$ cat src/rtl/route_lookup_ctrl.sv
// Dual-port lookup controller sitting in front of the routing table.
// Each port takes a destination over valid/ready, drives it onto its table
// read port, captures the next-hop after the table's one-cycle registered
// read and returns it over valid/ready. Ports A and B share nothing.

module route_lookup_port #(
    parameter int ADDR_WIDTH = 8,
    parameter int NH_WIDTH   = 9
) (
    input  logic                  clock,
    input  logic                  reset,
    input  logic                  enable,
    input  logic                  config_done,
    input  logic                  s_valid,
    output logic                  s_ready,
    input  logic [ADDR_WIDTH-1:0] s_dest,
    output logic [ADDR_WIDTH-1:0] tbl_dest,
    input  logic [NH_WIDTH-1:0]   tbl_nexthop,
    output logic                  m_valid,
    input  logic                  m_ready,
    output logic [NH_WIDTH-1:0]   m_nexthop,
    output logic [ADDR_WIDTH-1:0] m_dest,
    output logic [15:0]           lookups
);

    typedef enum logic [1:0] {
        IDLE    = 2'd0,
        ISSUE   = 2'd1,
        CAPTURE = 2'd2,
        HOLD    = 2'd3
    } state_t;

    state_t                state;
    state_t                state_next;
    logic                  accept;
    logic                  done;
    logic [ADDR_WIDTH-1:0] dest_reg;
    logic [NH_WIDTH-1:0]   nexthop_reg;
    logic                  valid_reg;
    logic [15:0]           lookup_cnt;

    // Next-state decode; nothing advances while enable is low.
    always_comb begin
        state_next = state;
        accept     = 1'b0;
        done       = 1'b0;
        s_ready    = (state == IDLE) && config_done && enable;
        if (enable) begin
            case (state)
                IDLE: begin
                    if (s_valid && s_ready) begin
                        accept     = 1'b1;
                        state_next = ISSUE;
                    end
                end
                ISSUE:   state_next = CAPTURE;
                CAPTURE: state_next = HOLD;
                HOLD: begin
                    if (m_ready) begin
                        done       = 1'b1;
                        state_next = IDLE;
                    end
                end
                default: state_next = IDLE;
            endcase
        end
    end

    // State register; reset discards any in-flight lookup.
    always_ff @(posedge clock) begin
        if (reset) begin
            state <= IDLE;
        end else begin
            state <= state_next;
        end
    end

    // Address latch, next-hop capture, result valid and completion counter.
    always_ff @(posedge clock) begin
        if (reset) begin
            dest_reg    <= '0;
            nexthop_reg <= '0;
            valid_reg   <= 1'b0;
            lookup_cnt  <= '0;
        end else begin
            if (accept) begin
                dest_reg <= s_dest;
            end
            // Table read data is valid during CAPTURE (one cycle after ISSUE).
            if (enable && (state == CAPTURE)) begin
                nexthop_reg <= tbl_nexthop;
                valid_reg   <= 1'b1;
            end
            if (done) begin
                valid_reg  <= 1'b0;
                lookup_cnt <= lookup_cnt + 16'd1;
            end
        end
    end

    // dest_reg only changes on acceptance, so the table address and the
    // echoed destination stay stable from ISSUE through HOLD.
    assign tbl_dest  = dest_reg;
    assign m_dest    = dest_reg;
    assign m_nexthop = nexthop_reg;
    assign m_valid   = valid_reg;
    assign lookups   = lookup_cnt;

endmodule

module route_lookup_ctrl #(
    parameter int ADDR_WIDTH = 8,
    parameter int NH_WIDTH   = 9
) (
    input  logic                  clock,
    input  logic                  reset,
    input  logic                  enable,
    input  logic                  config_done,
    input  logic                  a_s_valid,
    output logic                  a_s_ready,
    input  logic [ADDR_WIDTH-1:0] a_s_dest,
    output logic [ADDR_WIDTH-1:0] a_tbl_dest,
    input  logic [NH_WIDTH-1:0]   a_tbl_nexthop,
    output logic                  a_m_valid,
    input  logic                  a_m_ready,
    output logic [NH_WIDTH-1:0]   a_m_nexthop,
    output logic [ADDR_WIDTH-1:0] a_m_dest,
    output logic [15:0]           a_lookups,
    input  logic                  b_s_valid,
    output logic                  b_s_ready,
    input  logic [ADDR_WIDTH-1:0] b_s_dest,
    output logic [ADDR_WIDTH-1:0] b_tbl_dest,
    input  logic [NH_WIDTH-1:0]   b_tbl_nexthop,
    output logic                  b_m_valid,
    input  logic                  b_m_ready,
    output logic [NH_WIDTH-1:0]   b_m_nexthop,
    output logic [ADDR_WIDTH-1:0] b_m_dest,
    output logic [15:0]           b_lookups
);

    route_lookup_port #(
        .ADDR_WIDTH (ADDR_WIDTH),
        .NH_WIDTH   (NH_WIDTH)
    ) u_port_a (
        .clock       (clock),
        .reset       (reset),
        .enable      (enable),
        .config_done (config_done),
        .s_valid     (a_s_valid),
        .s_ready     (a_s_ready),
        .s_dest      (a_s_dest),
        .tbl_dest    (a_tbl_dest),
        .tbl_nexthop (a_tbl_nexthop),
        .m_valid     (a_m_valid),
        .m_ready     (a_m_ready),
        .m_nexthop   (a_m_nexthop),
        .m_dest      (a_m_dest),
        .lookups     (a_lookups)
    );

    route_lookup_port #(
        .ADDR_WIDTH (ADDR_WIDTH),
        .NH_WIDTH   (NH_WIDTH)
    ) u_port_b (
        .clock       (clock),
        .reset       (reset),
        .enable      (enable),
        .config_done (config_done),
        .s_valid     (b_s_valid),
        .s_ready     (b_s_ready),
        .s_dest      (b_s_dest),
        .tbl_dest    (b_tbl_dest),
        .tbl_nexthop (b_tbl_nexthop),
        .m_valid     (b_m_valid),
        .m_ready     (b_m_ready),
        .m_nexthop   (b_m_nexthop),
        .m_dest      (b_m_dest),
        .lookups     (b_lookups)
    );

endmodule

$ cat config.mk
export PLATFORM = sky130hd
export DESIGN_NAME = route_lookup_ctrl
export DESIGN_NICKNAME = d
export VERILOG_FILES = /design/src/rtl/route_lookup_ctrl.sv
export SDC_FILE = /design/constraint.sdc
export NUM_CORES = 1
export LEC_CHECK = 0
export ABC_AREA = 0
export ABC_CLOCK_PERIOD_IN_PS = 3800
export CAP_MARGIN = 15
export CELL_PAD_IN_SITES_DETAIL_PLACEMENT = 1
export CELL_PAD_IN_SITES_GLOBAL_PLACEMENT = 1
export CORE_MARGIN = 2
export CORE_UTILIZATION = 33
export DETAILED_ROUTE_END_ITERATION = 8
export HOLD_SLACK_MARGIN = 0.15
export PLACE_DENSITY_LB_ADDON = 0.1
export SLEW_MARGIN = 20
export SYNTH_ARGS = -nofsm -noshare
export SYNTH_HDL_FRONTEND = slang
export SYNTH_SLANG_ARGS = --single-unit
export TNS_END_PERCENT = 10
$ cat constraint.sdc
create_clock -name clock -period 3.8 [get_ports clock]
set_input_delay 0.57 -clock clock [delete_from_list [all_inputs] [get_ports clock]]
set_output_delay 0.57 -clock clock [all_outputs]
set_load 0.01 [all_outputs]
==> metrics.csv, run 1 <==
stage,metric,value,unit
status,outcome,finished clean,
clock_tree,CTS tree,yes,
sta,period utilization,70.7,%
hold_path,Hold Crit Depth,2,
global_routing,number of global-route vias before repair,2883,
drt,via density per instance,4.90,
hold_path,hold endpoint,u_port_b.m_nexthop[0],
setup_path,Reg2Reg Launch Point,u_port_a.state[1],
clock_tree,clk slew on worst S/H paths,0.08,ns
hold_path,type of the most critical hold path,reg -> reg,
clock_tree,CTS buffer count,9,
sta,max frequency,0.372,GHz
logic_synthesis,post-synthesis average cell area,8.22,um2
global_routing,Tot GR Track Use,16.7,%
setup_path,Reg2Reg Capture Point,u_port_a.lookups[15],
sta,Tmin final,2.68,ns
clock_tree,Post-CTS Setup Inserts,0,
floorplan,# rows,35,
sta,skew final,0.0109,ns
setup_path,"slowest stage cell, crit path",clkdlybuf4s50_1,
final_layout,Area Overhead vs Synth,47.4,%
final_layout,"non-filler cells, final",595,
logic_synthesis,syn_nets,427,
floorplan,Ports,128,
logic_synthesis,register area share after synthesis,46.7,%
clock_tree,clk_lat worst skew,0.33,ns
drt,vias post-DR,2915,
clock_tree,Root Buffer,clkbuf_8,
hold_path,HP Start,u_port_b.m_nexthop[0],
drt,Post-route DRC,0,
clock_tree,cts hold-fix bufs,0,
sta,RSZ-0062 raised after global routing,false,
drt,Post-Route WL,8400,um
power,total chip power,1.65,mW
setup_path,crit path cell chain,clkdlybuf4s50_1 > and3_1 > clkdlybuf4s50_1,
clock_tree,CTS sink cnt,72,
setup_path,R2R setup slack,1.75,ns
logic_synthesis,Yosys reg bits,72,
clock_tree,Post-CTS Resized,0,
power,Pleak,1.57,nW
drt,Final ANT Viol Nets,0,
setup_path,CP required,3.23,ns
sta,max-slew violation count,0,
floorplan,Starting Density,33.7,%
sta,Rel. slew slack,57.2,%
setup_path,cell family with most CP delay,buffers and inverters,
floorplan,Die Span Y,101,um
placement,final HPWL from detailed placement,6100,um
drt,drt pass-1 iters,4,
drt,drt wl/cell,14.1,um
setup_path,path type of the worst setup path,in -> out,
logic_synthesis,Post-Synthesis Cells,375,
sta,Final Hold Fails,0,
final_layout,diode count,0,
setup_path,Reg2Reg Depth,5,
logic_synthesis,Yosys cell types,28,
setup_path,Critical Path AT,2.11,ns
floorplan,CORE AREA,9150,um2
logic_synthesis,Yosys warnings,0,
clock_tree,CTS Buffer Depth,2,
setup_path,CP endpoint kind,output pin,
global_routing,largest net degree at the start of global routing,39,
drt,initial drt markers,46,
sta,final setup fails,0,
final_layout,final core occ,49.7,%
final_layout,final instance area,4550,um2
clock_tree,H-tree Lvls,3,
floorplan,DIE AREA,10100,um2
setup_path,Critical Path Max Stage Delay,0.72,ns
final_layout,layout cells sized above 1,4.13,%
sta,TNS Setup,0,ns
power,pwr dens,364,nW/um2
placement,Placed Area,4300,um2
placement,Final GP Congestion,0.709,
setup_path,startpoint types,input pin,
global_routing,initial antenna violation count,0,
setup_path,Buf/Inv on CP,2,
sta,actual slew at the worst max-slew pin,0.642,ns
final_layout,Nets,531,
setup_path,Crit Path Max Fanout,11,
power,maximum VDD drop,159,uV
floorplan,die span in x,101,um
placement,port bufs,127,
run,max_cap viols,0,
placement,Inst Count DP,579,
logic_synthesis,"Cell Area, Synth",3080,um2
global_routing,GRT Residual Overflow,0,
setup_path,"most used cell, CP",clkdlybuf4s50_1,
global_routing,first-pass GRT wire length,13600,um
placed cells by master (no fill, tap or decap), types with 2 or more instances in the layout:
| cell type | instances |
|---|---|
| a21oi_1 | 48 |
| nor3_1 | 7 |
| and2_1 | 5 |
| clkdlybuf4s50_1 | 126 |
| or4_1 | 4 |
| dfxtp_1 | 72 |
| nand3_1 | 8 |
| and3_1 | 6 |
| nand4_1 | 9 |
| mux2i_1 | 4 |
| nand2_1 | 84 |
| o21ai_0 | 13 |
| nor2_1 | 22 |
| or3_1 | 10 |
| xor2_1 | 10 |
| bufinv_16 | 3 |
| a211oi_1 | 2 |
| and4_1 | 3 |
| xnor2_1 | 6 |
| a221o_1 | 2 |
| clkbuf_8 | 10 |
| ha_1 | 10 |
| inv_1 | 10 |
state kept, by name, summed over array words and instances (netlist names):
signal / count
u_port_b.m_dest: 8
u_port_b.state: 2
u_port_a.m_nexthop: 9
u_port_a.m_dest: 8
u_port_a.m_valid: 1
u_port_b.m_nexthop: 9
u_port_a.state: 2
u_port_b.lookups: 16
u_port_a.lookups: 16
u_port_b.m_valid: 1
cell families (layout without fill, tap and decap cells):
family                   count (synthesis)  after routing  share of synthesized area, %
AND/OR/NAND/NOR                        162            162                          24.5
flip-flops                              72             72                          46.7
AO/OA/AOI/OAI                           66             66                          11.3
buffers and inverters                   45            154                          7.55
XOR/XNOR                                16             16                          4.54
adder cells (fa/ha/maj)                 10             10                          4.06
multiplexers                             4              4                          1.30
tightest hold or removal path: stages (launching register included):
cell and delay [ns]:
dfxtp_1 0.31, nand2_1 0.05, a21oi_1 0.05
metrics by stage:
| stage | hold slack, ns | setup slack [ns] |
|---|---|---|
| 2_1_floorplan | 0.481 | 1.91 |
| 3_3_place_gp | 0.441 | 1.02 |
| 3_5_place_dp | 0.449 | 0.959 |
| 4_1_cts | 0.462 | 1.11 |
| 5_1_grt | 0.484 | 1.04 |
| 6_report | 0.459 | 1.12 |
worst max path at each step:
stage               startpoint                    to  slack [ns]  cells past startpoint
finish                  enable             b_s_ready        1.12                      3
global route            enable             a_s_ready        1.04                      3
CTS                     enable             b_s_ready        1.11                      3
detailed placement      enable  u_port_a.lookups[15]        0.96                      5
global placement        enable  u_port_a.lookups[15]        1.02                      5
floorplan            a_m_ready  u_port_a.lookups[15]        1.91                      5
synth_stat cells, drive strengths merged:
library cell / instances / area share (%)
or3: 11 / 2.3
and3: 6 / 1.2
or4b: 1 / 0.32
a221o: 2 / 0.65
clkbuf: 16 / 1.9
a21oi: 48 / 7.8
inv: 10 / 1.2
dfxtp: 72 / 47
xor2: 10 / 2.8
and2: 5 / 1.0
nor2: 22 / 2.7
o21ai: 13 / 2.1
or4: 4 / 0.97
xnor2: 6 / 1.7
nand4: 10 / 2.2
and4: 3 / 0.85
a211oi: 2 / 0.49
buf: 19 / 4.4
nand3: 9 / 1.6
nand2: 84 / 10
nor3: 7 / 1.1
ha: 10 / 4.1
mux2i: 4 / 1.3
o31ai: 1 / 0.24
cell type report:
cell class                      instances  area, um2
Timing Repair Buffer                  128       1270
Multi-Input combinational cell        258       1410
Clock inverter                          5        104
Clock buffer                           11        141
Fill cell                            1096       4610
Tap cell                              111        139
Inverter                               10       37.5
Sequential cell                        72       1440
metal layers:
layer | vias up | track usage (%) | part of all wire (%)
met5 | - | 0 | 0
met4 | 0 | 5.37 | 0.63
met3 | 4 | 3.33 | 4.7
met2 | 84 | 27.2 | 47
met1 | 1377 | 22.3 | 48
li1 | 1450 | - | -
power by group:
part	leakage [nW]	switching [mW]	internal, mW	total [mW]
registers	0.581	0.00806	0.766	0.774
clock network	0.124	0.287	0.455	0.742
logic	0.861	0.0598	0.0782	0.138
total	1.57	0.355	1.30	1.65
Note: power is estimated with default switching activity, not from simulation.
==> run 2, diff against run 1 <==
ABC_CLOCK_PERIOD_IN_PS = 2400   (was 3800)
CORE_UTILIZATION = 27   (was 33)
clock period = 2.4 ns   (was 3.8 ns; I/O delays follow)
==> run 2 against run 1 <==
  * Count of clock-buffer cells in the layout grew 1
  * Cell count grew 5.7%
  * Combinational power grew 63%
  * Non-clock buffer count grew 3
  * Sequential share of layout area shrank 1.0 points
  * Largest cell class unchanged
  * Die area grew 21%
  * Sequential power grew 59%
  * Clock power grew 95%
==> metrics.csv, run 2 (synthesis results as in run 1) <==
stage,metric,value,unit
status,outcome,finished clean,
clock_tree,clk slew on worst S/H paths,0.06,ns
setup_path,crit path cell chain,clkdlybuf4s50_1 > buf_4 > and3_1 > clkdlybuf4s50_1,
global_routing,first-pass GRT wire length,15400,um
floorplan,Starting Density,27.4,%
clock_tree,Post-CTS Resized,0,
drt,drt wl/cell,14.4,um
drt,Post-Route WL,9050,um
power,maximum VDD drop,351,uV
setup_path,"most used cell, CP",clkdlybuf4s50_1,
setup_path,path type of the worst setup path,in -> out,
power,Pleak,1.62,nW
floorplan,DIE AREA,12300,um2
sta,RSZ-0062 raised after global routing,false,
clock_tree,Post-CTS Setup Inserts,0,
sta,skew final,0.00707,ns
power,pwr dens,618,nW/um2
setup_path,Crit Path Max Fanout,10,
final_layout,"most common cell after layout, fill and taps aside",clkdlybuf4s50_1,
setup_path,Critical Path AT,1.81,ns
sta,max-slew violation count,0,
sta,Final Hold Fails,0,
sta,Rel. slew slack,74.0,%
setup_path,"slowest stage cell, crit path",clkdlybuf4s50_1,
drt,via density per instance,4.71,
setup_path,Critical Path Max Stage Delay,0.57,ns
final_layout,layout cells sized above 1,4.53,%
global_routing,Tot GR Track Use,15.2,%
sta,Tmin final,2.17,ns
clock_tree,CTS tree,yes,
clock_tree,CTS Buffer Depth,2,
floorplan,die span in x,111,um
drt,initial drt markers,120,
placement,port bufs,127,
drt,vias post-DR,2965,
run,max_cap viols,0,
sta,actual slew at the worst max-slew pin,0.390,ns
final_layout,diode count,0,
placement,final HPWL from detailed placement,6450,um
clock_tree,Root Buffer,clkbuf_16,
sta,period utilization,90.4,%
final_layout,Area Overhead vs Synth,52.3,%
setup_path,CP required,2.04,ns
global_routing,largest net degree at the start of global routing,73,
global_routing,GRT Residual Overflow,0,
hold_path,type of the most critical hold path,reg -> reg,
clock_tree,CTS buffer count,9,
floorplan,# rows,39,
setup_path,Buf/Inv on CP,3,
final_layout,final core occ,41.7,%
setup_path,startpoint types,input pin,
drt,drt pass-1 iters,4,
floorplan,Ports,128,
floorplan,CORE AREA,11300,um2
global_routing,number of global-route vias before repair,3039,
setup_path,CP endpoint kind,output pin,
drt,Post-route DRC,0,
sta,final setup fails,0,
sta,max frequency,0.461,GHz
final_layout,"leading cell types in the layout, fill and taps excluded","clkdlybuf4s50_1 (126), nand2_1 (84), dfxtp_1 (72)",
drt,Final ANT Viol Nets,0,
floorplan,Die Span Y,111,um
sta,TNS Setup,0,ns
clock_tree,clk_lat worst skew,0.33,ns
clock_tree,CTS sink cnt,72,
setup_path,cell family with most CP delay,buffers and inverters,
final_layout,Nets,534,
clock_tree,cts hold-fix bufs,0,
placement,Final GP Congestion,0.764,
clock_tree,H-tree Lvls,3,
global_routing,initial antenna violation count,0,
run 2: power by group:
group,leakage (nW),internal [mW],switching [mW]
logic,0.880,0.127,0.0977
registers,0.581,1.21,0.0121
clock network,0.159,0.960,0.491
run 2: stage by stage:
| stage | hold WS, ns | setup slack (ns) | total power, mW | std cells | area [um2] |
|---|---|---|---|---|---|
| floorplan | 0.481 | 0.537 | 1.35 | 375 | 3080 |
| global placement | 0.443 | 0.158 | 1.48 | 614 | 4380 |
| detailed placement | 0.451 | 0.129 | 1.48 | 614 | 4380 |
| CTS | 0.459 | 0.214 | 2.94 | 629 | 4700 |
| global route | 0.469 | 0.163 | 3.03 | 629 | 4700 |
| finish | 0.458 | 0.229 | 2.90 | 629 | 4700 |
run 2: final cells by class:
| type | count | area (um2) |
|---|---|---|
| flip-flops and latches | 72 | 1440 |
| repair buffers | 131 | 1310 |
| clock buffers | 12 | 256 |
| well taps | 143 | 179 |
| clock inverters | 3 | 65.1 |
| multi-input cells | 258 | 1410 |
| fillers | 1390 | 6570 |
| inverters | 10 | 37.5 |
run 2: final timing paths:
check	slack [ns]	end	startpoint	depth (start not counted)
setup reg to reg	0.42	u_port_a.lookups[15]	u_port_a.state[1]	5
hold reg to reg	0.46	u_port_b.m_nexthop[7]	u_port_b.m_nexthop[7]	2
setup / recovery	0.23	a_s_ready	enable	4
hold / removal	0.46	u_port_b.m_nexthop[7]	u_port_b.m_nexthop[7]	2
run 2: metal layers:
metal / up-vias / routed length [um] / global-route usage [%]
met4: 0 / 111 / 4.67
met3: 7 / 387 / 3.55
met1: 1417 / 4240 / 19.8
met2: 82 / 4300 / 25.1
li1: 1459 / - / -
met5: - / 0 / 0
run 2: worst min-delay path: stages (launching register included):
cell and delay, ns:
dfxtp_1 0.31, nand2_1 0.05, a21oi_1 0.05
==> run 3, diff against run 2 <==
GPL_TIMING_DRIVEN = 0   (was not set)
RECOVER_POWER = 25   (was not set)
==> run 3 against run 2 <==
  * First-iteration DRC count fell by 45%
  * Global-route usage rose by 0.43 points
  * Register-to-register slack got worse by 0.18 ns
  * Critical path type unchanged
==> metrics.csv, run 3 (synthesis results as in run 1) <==
stage,metric,value,unit
status,outcome,finished clean,
global_routing,first-pass GRT wire length,15600,um
power,maximum VDD drop,307,uV
setup_path,R2R setup slack,0.24,ns
floorplan,# rows,39,
sta,max-slew violation count,0,
final_layout,final instance area,4770,um2
setup_path,"slowest stage cell, crit path",clkdlybuf4s50_1,
setup_path,cell family with most CP delay,buffers and inverters,
final_layout,"leading cell types in the layout, fill and taps excluded","clkdlybuf4s50_1 (99), nand2_1 (84), dfxtp_1 (72)",
sta,TNS Setup,0,ns
power,total chip power,2.62,mW
setup_path,path type of the worst setup path,in -> out,
clock_tree,CTS Buffer Depth,2,
power,Pleak,1.76,nW
global_routing,gr busiest metal,met2,
setup_path,crit path cell chain,clkdlybuf4s50_1 > buf_2 > and3_1 > clkdlybuf4s50_1,
setup_path,Critical Path AT,1.85,ns
drt,Final ANT Viol Nets,0,
floorplan,Starting Density,27.4,%
setup_path,Buf/Inv on CP,3,
placement,final HPWL from detailed placement,7010,um
floorplan,CORE AREA,11300,um2
global_routing,GR Util met1,20.1,%
sta,Tmin final,2.21,ns
sta,skew final,0.00252,ns
setup_path,Reg2Reg Capture Point,u_port_a.lookups[15],
final_layout,Nets,564,
setup_path,startpoint types,input pin,
clock_tree,H-tree Lvls,3,
global_routing,GRT Residual Overflow,0,
sta,RSZ-0062 raised after global routing,false,
clock_tree,clk slew on worst S/H paths,0.05,ns
hold_path,hold endpoint,u_port_a.m_nexthop[7],
sta,Final Hold Fails,0,
final_layout,layout cells sized above 1,6.01,%
power,pwr dens,550,nW/um2
sta,actual slew at the worst max-slew pin,0.562,ns
final_layout,diode count,0,
drt,drt pass-1 iters,4,
sta,Setup WS post-layout,0.194,ns
global_routing,met2 GRT Util,26.3,%
drt,Post-route DRC,0,
hold_path,HP Start,u_port_a.m_nexthop[7],
global_routing,Tot GR Track Use,15.7,%
placement,Placed Area,4520,um2
setup_path,CP endpoint kind,output pin,
sta,max frequency,0.453,GHz
placement,"worst slack, placed",0.000960,ns
drt,drt wl/cell,14.2,um
setup_path,"most used cell, CP",clkdlybuf4s50_1,
drt,initial drt markers,66,
drt,vias post-DR,3055,
setup_path,Reg2Reg Depth,6,
run,max_cap viols,0,
global_routing,number of global-route vias before repair,3074,
sta,final setup fails,0,
floorplan,DIE AREA,12300,um2
clock_tree,Root Buffer,clkbuf_16,
clock_tree,cts hold-fix bufs,0,
setup_path,Reg2Reg Launch Point,u_port_a.state[1],
floorplan,die span in x,111,um
floorplan,Ports,128,
global_routing,largest net degree at the start of global routing,11,
floorplan,Die Span Y,111,um
placement,port bufs,126,
placement,Final GP Congestion,0.731,
final_layout,area occupied by multi-input gates,1400,um2
final_layout,"most common cell after layout, fill and taps aside",clkdlybuf4s50_1,
setup_path,CP required,2.04,ns
global_routing,M3 GR Usage,2.79,%
clock_tree,clk_lat worst skew,0.32,ns
final_layout,Area Overhead vs Synth,54.6,%
sta,Rel. slew slack,62.5,%
clock_tree,Post-CTS Resized,0,
clock_tree,CTS tree,yes,
setup_path,Crit Path Max Fanout,10,
final_layout,fillcell total,1382,
clock_tree,Post-CTS Setup Inserts,0,
sta,final hold slack,0.450,ns
clock_tree,CTS buffer count,9,
clock_tree,CTS sink cnt,72,
drt,Post-Route WL,9380,um
drt,via density per instance,4.64,
hold_path,Hold Crit Depth,2,
setup_path,Critical Path Max Stage Delay,0.58,ns
sta,period utilization,91.9,%
final_layout,FF+latch area,1440,um2
global_routing,initial antenna violation count,0,
hold_path,type of the most critical hold path,reg -> reg,
run 3: stage by stage:
stage,std cells,util [%]
2_1_floorplan,375,-
4_1_cts,659,42.3
3_3_place_gp,644,40.1
6_report,659,42.3
5_1_grt,659,42.3
3_5_place_dp,644,40.1
run 3: routing by layer:
metal / part of all wire [%] / up-vias
met4: 1.3 / 0
li1: - / 1520
met1: 47 / 1447
met3: 3.8 / 8
met2: 48 / 80
met5: 0 / -
run 3: final cells by class:
cell class | instances | area share, %
Multi-Input combinational cell | 258 | 29.4
Inverter | 10 | 0.787
Tap cell | 143 | 3.75
Clock inverter | 1 | 0.105
Timing Repair Buffer | 126 | 26.5
Sequential cell | 72 | 30.2
Clock buffer | 14 | 5.12
Buffer | 35 | 4.09
run 3: how the worst max path moves through the flow:
stage / cells past startpoint / from / end / slack [ns]
floorplan: 6 / u_port_a.state[1] / u_port_a.lookups[15] / 0.54
global placement: 7 / enable / u_port_b.lookups[15] / 0.02
detailed placement: 7 / enable / u_port_b.lookups[11] / 0.001
CTS: 4 / enable / a_s_ready / 0.17
global route: 6 / u_port_a.state[1] / u_port_a.lookups[10] / 0.07
finish: 4 / enable / a_s_ready / 0.19
run 3: where the power goes:
group	leakage (nW)	switching, mW	internal, mW
registers	0.581	0.0124	1.21
logic	1.06	0.103	0.134
clock network	0.121	0.462	0.694
run 3: worst register-to-register path: cells and delay by family (launching register included):
kind | cells | cell delay, ns
AO/OA/AOI/OAI | 1 | 0.14
AND/OR/NAND/NOR | 3 | 1.19
flip-flops | 1 | 0.37
buffers and inverters | 1 | 0.17
adder cells (fa/ha/maj) | 1 | 0.22
